$ cat config.mk
export PLATFORM = sky130hd
export DESIGN_NAME = recepcao_medida
export DESIGN_NICKNAME = d
export VERILOG_FILES = /design/src/rtl/recepcao_medida_pkg.sv /design/src/rtl/recepcao_medida_contador_timeout.sv /design/src/rtl/recepcao_medida.sv
export SDC_FILE = /design/constraint.sdc
export NUM_CORES = 1
export LEC_CHECK = 0
export ABC_AREA = 1
export BUFFER_PORTS_ARGS = -buffer_cell sky130_fd_sc_hd__buf_2
export CORE_UTILIZATION = 50
export DETAILED_ROUTE_END_ITERATION = 16
export PLACE_DENSITY = 0.8
export SLEW_MARGIN = 20
export SYNTH_ARGS = -nofsm -noshare
export SYNTH_HDL_FRONTEND = slang
export SYNTH_HIERARCHICAL = 1
export SYNTH_SLANG_ARGS = --single-unit
$ cat constraint.sdc
create_clock -name clock -period 3.3 [get_ports clock]
set_input_delay 0.825 -clock clock [delete_from_list [all_inputs] [get_ports clock]]
set_output_delay 0.825 -clock clock [all_outputs]
set_load 0.05 [all_outputs]
$ cat src/rtl/recepcao_medida_pkg.sv
// Frame format shared by the trena transmit and receive sides.
package recepcao_medida_pkg;

  localparam logic [7:0] ASCII_ZERO = 8'h30;
  localparam logic [7:0] ASCII_NOVE = 8'h39;
  localparam logic [7:0] ASCII_HASH = 8'h23;

  // Codes double as the db_estado debug value.
  typedef enum logic [3:0] {
    StEsperaCentena = 4'd0,
    StEsperaDezena  = 4'd1,
    StEsperaUnidade = 4'd2,
    StEsperaHash    = 4'd3,
    StFinal         = 4'd4,
    StErro          = 4'd5,
    StDescarta      = 4'd6
  } estado_t;

  localparam logic [3:0] EST_INVALIDO = 4'hE;

  // Three BCD digits to binary; all products formed at 10 bits so 999 fits.
  function automatic logic [9:0] bcd_para_bin(input logic [3:0] c, input logic [3:0] d,
                                               input logic [3:0] u);
    return (10'(c) * 10'd100) + (10'(d) * 10'd10) + 10'(u);
  endfunction

endpackage

$ cat src/rtl/recepcao_medida_contador_timeout.sv
// Modulo counter for the inter-byte timeout; o_fim flags the edge on which
// the count would reach MODULO-1.
module contador_timeout #(
  parameter int unsigned MODULO = 50_000_000
) (
  input  logic clock,
  input  logic reset,
  input  logic i_clr,
  input  logic i_en,
  output logic o_fim
);

  localparam int unsigned W = (MODULO > 2) ? $clog2(MODULO) : 1;

  logic [W-1:0] r_cont;

  // Count while enabled; a clear always wins.
  always_ff @(posedge clock or negedge reset) begin
    if (!reset) begin
      r_cont <= '0;
    end else if (i_clr) begin
      r_cont <= '0;
    end else if (i_en) begin
      if (r_cont == W'(MODULO - 1)) r_cont <= '0;
      else                          r_cont <= r_cont + W'(1);
    end
  end

  // Terminal edge: the increment about to happen lands on MODULO-1.
  always_comb begin
    o_fim = i_en && !i_clr && (r_cont == W'(MODULO - 2));
  end

endmodule

$ cat src/rtl/recepcao_medida.sv
// Parses "DDD#" measurement frames from the UART receiver into BCD and binary.
module recepcao_medida
  import recepcao_medida_pkg::*;
#(
  parameter int unsigned TIMEOUT_CICLOS = 50_000_000,
  parameter logic [7:0]  TERMINADOR     = ASCII_HASH
) (
  input  logic        clock,
  input  logic        reset,
  input  logic [7:0]  dado_recebido,
  input  logic        pronto_recepcao,
  output logic [11:0] medida_bcd,
  output logic [9:0]  medida_bin,
  output logic        pronto,
  output logic        erro,
  output logic [3:0]  db_estado
);

  estado_t     r_estado, w_estado_d;
  logic        r_term_visto, w_term_visto_d;
  logic [3:0]  r_centena, w_centena_d;
  logic [3:0]  r_dezena, w_dezena_d;
  logic [3:0]  r_unidade, w_unidade_d;
  logic [11:0] r_bcd, w_bcd_d;
  logic [9:0]  r_bin, w_bin_d;

  logic       w_digito_ok;
  logic       w_term_ok;
  logic [3:0] w_valor;
  logic       w_conta;
  logic       w_clr;
  logic       w_fim;

  // Byte classification.
  always_comb begin
    w_digito_ok = (dado_recebido >= ASCII_ZERO) && (dado_recebido <= ASCII_NOVE);
    w_term_ok   = (dado_recebido == TERMINADOR);
    w_valor     = 4'(dado_recebido - ASCII_ZERO);
  end

  // Timeout runs only while a frame is partially received or being discarded.
  always_comb begin
    w_conta = (r_estado == StEsperaDezena) || (r_estado == StEsperaUnidade) ||
              (r_estado == StEsperaHash)   || (r_estado == StDescarta);
    w_clr   = pronto_recepcao || !w_conta;
  end

  contador_timeout #(
    .MODULO (TIMEOUT_CICLOS)
  ) u_timeout (
    .clock (clock),
    .reset (reset),
    .i_clr (w_clr),
    .i_en  (w_conta),
    .o_fim (w_fim)
  );

  // State and holding registers.
  always_ff @(posedge clock or negedge reset) begin
    if (!reset) begin
      r_estado     <= StEsperaCentena;
      r_term_visto <= 1'b0;
      r_centena    <= '0;
      r_dezena     <= '0;
      r_unidade    <= '0;
      r_bcd        <= '0;
      r_bin        <= '0;
    end else begin
      r_estado     <= w_estado_d;
      r_term_visto <= w_term_visto_d;
      r_centena    <= w_centena_d;
      r_dezena     <= w_dezena_d;
      r_unidade    <= w_unidade_d;
      r_bcd        <= w_bcd_d;
      r_bin        <= w_bin_d;
    end
  end

  // Next-state logic; a byte strobe takes priority over timeout expiry.
  always_comb begin
    w_estado_d     = r_estado;
    w_term_visto_d = r_term_visto;
    w_centena_d    = r_centena;
    w_dezena_d     = r_dezena;
    w_unidade_d    = r_unidade;
    w_bcd_d        = r_bcd;
    w_bin_d        = r_bin;
    unique case (r_estado)
      StEsperaCentena: begin
        if (pronto_recepcao) begin
          if (w_digito_ok) begin
            w_centena_d = w_valor;
            w_estado_d  = StEsperaDezena;
          end else begin
            w_estado_d     = StErro;
            w_term_visto_d = w_term_ok;
          end
        end
      end
      StEsperaDezena: begin
        if (pronto_recepcao) begin
          if (w_digito_ok) begin
            w_dezena_d = w_valor;
            w_estado_d = StEsperaUnidade;
          end else begin
            w_estado_d     = StErro;
            w_term_visto_d = w_term_ok;
          end
        end else if (w_fim) begin
          w_estado_d     = StErro;
          w_term_visto_d = 1'b1;
        end
      end
      StEsperaUnidade: begin
        if (pronto_recepcao) begin
          if (w_digito_ok) begin
            w_unidade_d = w_valor;
            w_estado_d  = StEsperaHash;
          end else begin
            w_estado_d     = StErro;
            w_term_visto_d = w_term_ok;
          end
        end else if (w_fim) begin
          w_estado_d     = StErro;
          w_term_visto_d = 1'b1;
        end
      end
      StEsperaHash: begin
        if (pronto_recepcao) begin
          if (w_term_ok) begin
            w_estado_d = StFinal;
            w_bcd_d    = {r_centena, r_dezena, r_unidade};
            w_bin_d    = bcd_para_bin(r_centena, r_dezena, r_unidade);
          end else begin
            w_estado_d     = StErro;
            w_term_visto_d = 1'b0;
          end
        end else if (w_fim) begin
          w_estado_d     = StErro;
          w_term_visto_d = 1'b1;
        end
      end
      StFinal: begin
        w_estado_d = StEsperaCentena;
      end
      StErro: begin
        // Terminator already consumed: resync directly, else drain to '#'.
        w_estado_d = r_term_visto ? StEsperaCentena : StDescarta;
      end
      StDescarta: begin
        if (pronto_recepcao) begin
          if (w_term_ok) w_estado_d = StEsperaCentena;
        end else if (w_fim) begin
          w_estado_d = StEsperaCentena;
        end
      end
      default: begin
        w_estado_d = StEsperaCentena;
      end
    endcase
  end

  // Moore outputs and debug state code.
  always_comb begin
    medida_bcd = r_bcd;
    medida_bin = r_bin;
    pronto     = (r_estado == StFinal);
    erro       = (r_estado == StErro);
    unique case (r_estado)
      StEsperaCentena, StEsperaDezena, StEsperaUnidade, StEsperaHash,
      StFinal, StErro, StDescarta: db_estado = r_estado;
      default:                     db_estado = EST_INVALIDO;
    endcase
  end

endmodule

Word-level counts from Yosys, hierarchy flattened
Cells that the tools add are included.

$add $sub $neg: 4. Multipliers: 2. Order comparisons: 2. Equality and inequality tests: 13. Mux-type cells: 25. Reductions and logical operators: 20.

Operators with widths (number): 26-bit 2-to-1 mux (3); 26-bit == test (second input constant) (2); 4-bit 2-to-1 mux (9); 26-bit by 1-bit adder with 26-bit output (second input constant) (1); 4-bit case mux with 6 select lines (1); 3-bit AND reduction (6); 4-bit by 3-bit == test with 1-bit output (second input constant) (3); 3-bit 2-to-1 mux (4); 10-bit by 4-bit adder with 10-bit output (1); 10-bit by 8-bit adder with 10-bit output (1); 4-bit by 2-bit == test with 1-bit output (second input constant) (2); 8-bit by 6-bit == test with 1-bit output (second input constant) (1); 8-bit by 6-bit greater-or-equal comparator with 1-bit output (second input constant) (1); 8-bit by 6-bit <= comparator with 1-bit output (second input constant) (1); 4-bit by 5-bit multiplier with 8-bit output (second input constant) (1); 4-bit by 3-bit multiplier with 7-bit output (second input constant) (1); 1-bit 2-to-1 mux (7); 7-bit OR reduction (1); 3-bit != test (second input constant) (2); 4-bit by 1-bit == test with 1-bit output (second input constant) (1); 4-bit logical NOT (1); 1-bit logical OR (4); 4-bit by 1-bit subtractor with 4-bit output (second input constant) (1); 1-bit logical AND (3); other kinds (7) (8).

Flip-flop bits (word level): 65. Input port bits: 11.

Longest topological paths before layout
Word-level depth: 12. Depth in mapped cells: 14. Depth with buffers taken out: 14.

By module
Netlist, hierarchy kept.

By module, submodules not included: recepcao_medida (times used 1, cells each 299, area an instance 2413.6 um^2, seq. area each 950.9 um^2); contador_timeout (times used 1, cells each 235, area an instance 1799.2 um^2, seq. area each 650.6 um^2).

Worst setup path after synthesis
Ideal clock, no wire load.

Path type: register to output. Start point: register r_estado[1]. End point: output db_estado[0]. Data arrival time: 2258 ps. Slack: 217 ps. Cell stages (with the launch flop): 4. Path buffers: 0. Cell sequence: dfrtp_1 -> nand2_1 -> o21ai_0 -> nor2_1.

Cells in the longest elaborated chain, start to end: 3.

RTL lines: start, declared (line recepcao_medida.sv:19) `estado_t r_estado, w_estado_d;`; start signal, assigned (line recepcao_medida.sv:61) `r_estado <= StEsperaCentena;`; start signal, assigned (line recepcao_medida.sv:69) `r_estado <= w_estado_d;`; 4-bit by 3-bit == test with 1-bit output (tied with other cells) (line recepcao_medida.sv:169) `unique case (r_estado)`; 7-bit OR reduction (*) (line recepcao_medida.sv:169); 4-bit 2-to-1 mux (*) (line recepcao_medida.sv:169); end, declared (line recepcao_medida.sv:16) `output logic [3:0] db_estado`.

Every way passes the cells marked *; elsewhere a longest branch is shown, timed or not.

Worst setup path in the final report
Start point: register r_dezena[1]. End point: register r_bin[9] (netlist: medida_bin[9]).

Cells in the longest elaborated chain, start to end: 3.

RTL lines: start, declared (line recepcao_medida.sv:22) `logic [3:0] r_dezena, w_dezena_d;`; start signal, assigned (line recepcao_medida.sv:72) `r_dezena <= w_dezena_d;`; 4-bit by 3-bit multiplier with 7-bit output (line recepcao_medida_pkg.sv:24) `return (10'(c) * 10'd100) + (10'(d) * 10'd10) + 10'(u);`; 10-bit by 8-bit adder with 10-bit output (line recepcao_medida_pkg.sv:24); 10-bit by 4-bit adder with 10-bit output (line recepcao_medida_pkg.sv:24); end signal, assigned (line recepcao_medida.sv:75) `r_bin <= w_bin_d;`; end, declared (line recepcao_medida.sv:25) `logic [9:0] r_bin, w_bin_d;`.

Every way passes these cells. A chain may end at the register's enable or synchronous reset.

==> impl_metrics.py <==
metrics = {
    "run_status": {
        "status": "finished, final reports clean",
    },
    "clock_tree": {
        "clockBufferDepth": 2,
        "clkSinkCount": 64,
        "cts.htree.levels": 3,
        "worstSkewPairLatency_ns": 0.34,
        "postCtsSetupRepairBufs": 0,
        "root_buffer": "clkbuf_8",
        "postCtsHoldBufs": 0,
        "cts-resized-gates": 0,
        "cts_tree": "built",
        "numCtsBuffers": 9,
        "path_clk_slew_ns": 0.07,
    },
    "cells_and_area": {
        "most-common-layout-cells": "nand2_1 (179), dfrtp_1 (64), inv_1 (56)",
        "nets": 619,
        "area_growth_syn_to_layout_pct": 11.2,
        "drive_above_1_share": 0.184,
        "layout_commonest_cell": "nand2_1",
        "antennaDiodeCount": 0,
        "finalNonFillerCells": 688,
    },
    "route": {
        "drcViolationCount": 0,
        "wl_um": 9090,
        "drt_iter0_drc": 219,
        "drt_pass1_iterations": 4,
        "viasPerCell": 5.28,
        "dr_total_vias": 3634,
        "wl_per_cell_um": 13.2,
        "ant_nets": 0,
    },
    "pwr": {
        "p_leak_nw": 2.50,
        "vdd_drop_max_uv": 314,
        "power_density_nw_per_um2": 430,
        "power.total_mw": 2.01,
    },
    "timing": {
        "relSlewSlack": 0.508,
        "finalMaxSlewViolations": 0,
        "setup_viol": 0,
        "period_share": 0.886,
        "min_period_ns": 2.92,
        "hold_viol": 0,
        "clock_skew_ns": 0.00836,
        "rsz0062_at_grt": "no",
        "worstMarginPinSlew_ns": 0.737,
        "fin_setup_tns_ns": 0,
        "fmaxAchievable_mhz": 342,
    },
    "flow_run": {
        "drv_cap": 0,
    },
    "die": {
        "die-area_um2": 8800,
        "io_pins": 39,
        "core_um2": 8180,
        "rows": 33,
        "start_util": 0.515,
        "dieHeight_um": 93.8,
        "die_w_um": 93.8,
    },
    "critical_path": {
        "cp-end-kind": "flop",
        "cp-start-kind": "flop",
        "slowest_stage": "dfrtp_1",
        "crit_arrival_ns": 3.21,
        "crit_fanout": 5,
        "reg2reg_depth": 12,
        "crit_required_ns": 3.58,
        "max_stage_delay_ns": 0.43,
        "worst-path-stages": 12,
        "cp_top_family": "adder cells",
        "cp_cell_sequence": "ha_1, ha_1, fa_1, xor2_1, ha_1, ha_1, a21oi_1, o21a_1, nand2_1, nand2_1, nand3_1, nand2_1",
        "path_buf_inv": 0,
        "critPathMostFrequentCell": "ha_1",
        "crit_type": "reg -> reg",
    },
    "synth": {
        "syn_avg_cell_area_um2": 7.89,
        "syn-num-nets": 575,
        "synth.cell_area_um2": 4210,
        "synth_seq_cells": 64,
        "ys_warn_count": 6,
        "ys_seq_area_frac": 0.380,
        "synthCells": 534,
        "synth.distinct_cells": 37,
    },
    "placed_design": {
        "gp_congestion": 0.880,
        "portBuffers": 38,
        "dp_hpwl_um": 6820,
        "dp_cells": 672,
    },
    "grt": {
        "grt_first_pass_wirelength_um": 15600,
        "grt_overflow": 0,
        "antenna_found_initial": 0,
        "grt_max_degree": 34,
        "grt_pass1_vias": 3489,
        "groute.usage.overall": 0.227,
    },
    "min_path": {
        "hold_class": "reg -> reg",
        "hold_depth": 2,
    },
}
cell usage after synthesis:
| library cell | instances | share of area |
|---|---|---|
| nand3_2 | 2 | 0.0048 |
| nand2_4 | 4 | 0.011 |
| o22ai_2 | 10 | 0.030 |
| nor2_8 | 2 | 0.0095 |
| xnor2_1 | 5 | 0.010 |
| dfrtp_1 | 64 | 0.38 |
| clkbuf_1 | 1 | 0.00089 |
| nor2_1 | 37 | 0.033 |
| inv_1 | 56 | 0.050 |
| nand4_1 | 8 | 0.012 |
| o21bai_2 | 1 | 0.0027 |
| nor2_4 | 6 | 0.016 |
| conb_1 | 1 | 0.00089 |
| buf_2 | 1 | 0.0012 |
| nor4_1 | 1 | 0.0015 |
| o21ai_0 | 27 | 0.032 |
| buf_12 | 1 | 0.0048 |
| xor2_1 | 14 | 0.029 |
| nand2_2 | 4 | 0.0059 |
| inv_2 | 7 | 0.0062 |
| nand2_1 | 179 | 0.16 |
| buf_6 | 2 | 0.0053 |
| fa_1 | 5 | 0.024 |
| buf_4 | 2 | 0.0036 |
| nor3_1 | 3 | 0.0036 |
| o21ai_2 | 6 | 0.012 |
| o21ai_1 | 3 | 0.0036 |
| nor2_2 | 7 | 0.010 |
| inv_4 | 1 | 0.0015 |
| a21oi_1 | 11 | 0.013 |
| ha_1 | 25 | 0.074 |
| o2111ai_1 | 1 | 0.0021 |
| nand3_1 | 32 | 0.038 |
| nand3b_1 | 2 | 0.0036 |
| or2_2 | 1 | 0.0015 |
| o21a_1 | 1 | 0.0018 |
| buf_1 | 1 | 0.00089 |
report_power, final:
part / switching [mW] / internal [mW]
clock: 0.300 / 0.331
combinational: 0.345 / 0.177
sequential: 0.0453 / 0.817
through the flow:
stage | hold slack [ns] | setup slack, ns | area [um2] | util
after floorplan | 0.449 | 0.217 | 4210 | -
after global placement | 0.449 | 0.519 | 4500 | 0.550
after detailed placement | 0.454 | 0.430 | 4500 | 0.550
after CTS | 0.472 | 0.415 | 4680 | 0.573
after global routing | 0.495 | 0.244 | 4680 | 0.573
final | 0.473 | 0.376 | 4680 | 0.573
worst min-delay path, delay by kind of cell, from the launching register on:
family           cells  cell delay [ns]
AND/OR/NAND/NOR      2             0.10
flip-flops           1             0.34
logic make-up (layout without fill, tap and decap cells):
| group | Yosys count | after routing | share of synthesized area |
|---|---|---|---|
| AO/OA/AOI/OAI | 60 | 60 | 0.0974 |
| XOR/XNOR | 19 | 19 | 0.0395 |
| adder cells (fa/ha/maj) | 30 | 30 | 0.0980 |
| buffers and inverters | 72 | 121 | 0.0742 |
| flip-flops | 64 | 64 | 0.380 |
| other | 1 | 1 | 0.000890 |
| AND/OR/NAND/NOR | 288 | 288 | 0.310 |
layout make-up:
type	instances	area (um2)
fill	750	3490
multi-input combinational	398	2300
sequential	64	1600
inverter	64	243
timing repair buffer	41	225
clock buffer	13	169
tap	105	131
clock inverter	3	15.0
per-layer routing:
layer | vias to the layer above | track usage | share of wire
li1 | 1787 | - | -
met1 | 1711 | 0.300 | 0.47
met2 | 110 | 0.366 | 0.47
met3 | 26 | 0.0469 | 0.044
met4 | 0 | 0.0859 | 0.022
met5 | - | 0 | 0
path summary, 6_finish.rpt:
path,from,endpoint,slack [ns]
worst max-delay path,r_dezena[1],medida_bin[9],0.38
worst min-delay path,medida_bcd[11],medida_bcd[11],0.47
worst max register to register,r_dezena[1],medida_bin[9],0.38
worst min register to register,medida_bcd[11],medida_bcd[11],0.47
max in group asynchronous,reset,r_estado[3],2.13
min in group asynchronous,reset,medida_bin[6],0.54
registers in the layout, indices dropped and copies added, names as in the netlist:
signal            flops
r_dezena              4
r_term_visto          1
r_centena             4
u_timeout/r_cont     26
medida_bin            9
medida_bcd           12
r_estado              4
r_unidade             4
Note: power is estimated with default switching activity, not from simulation.
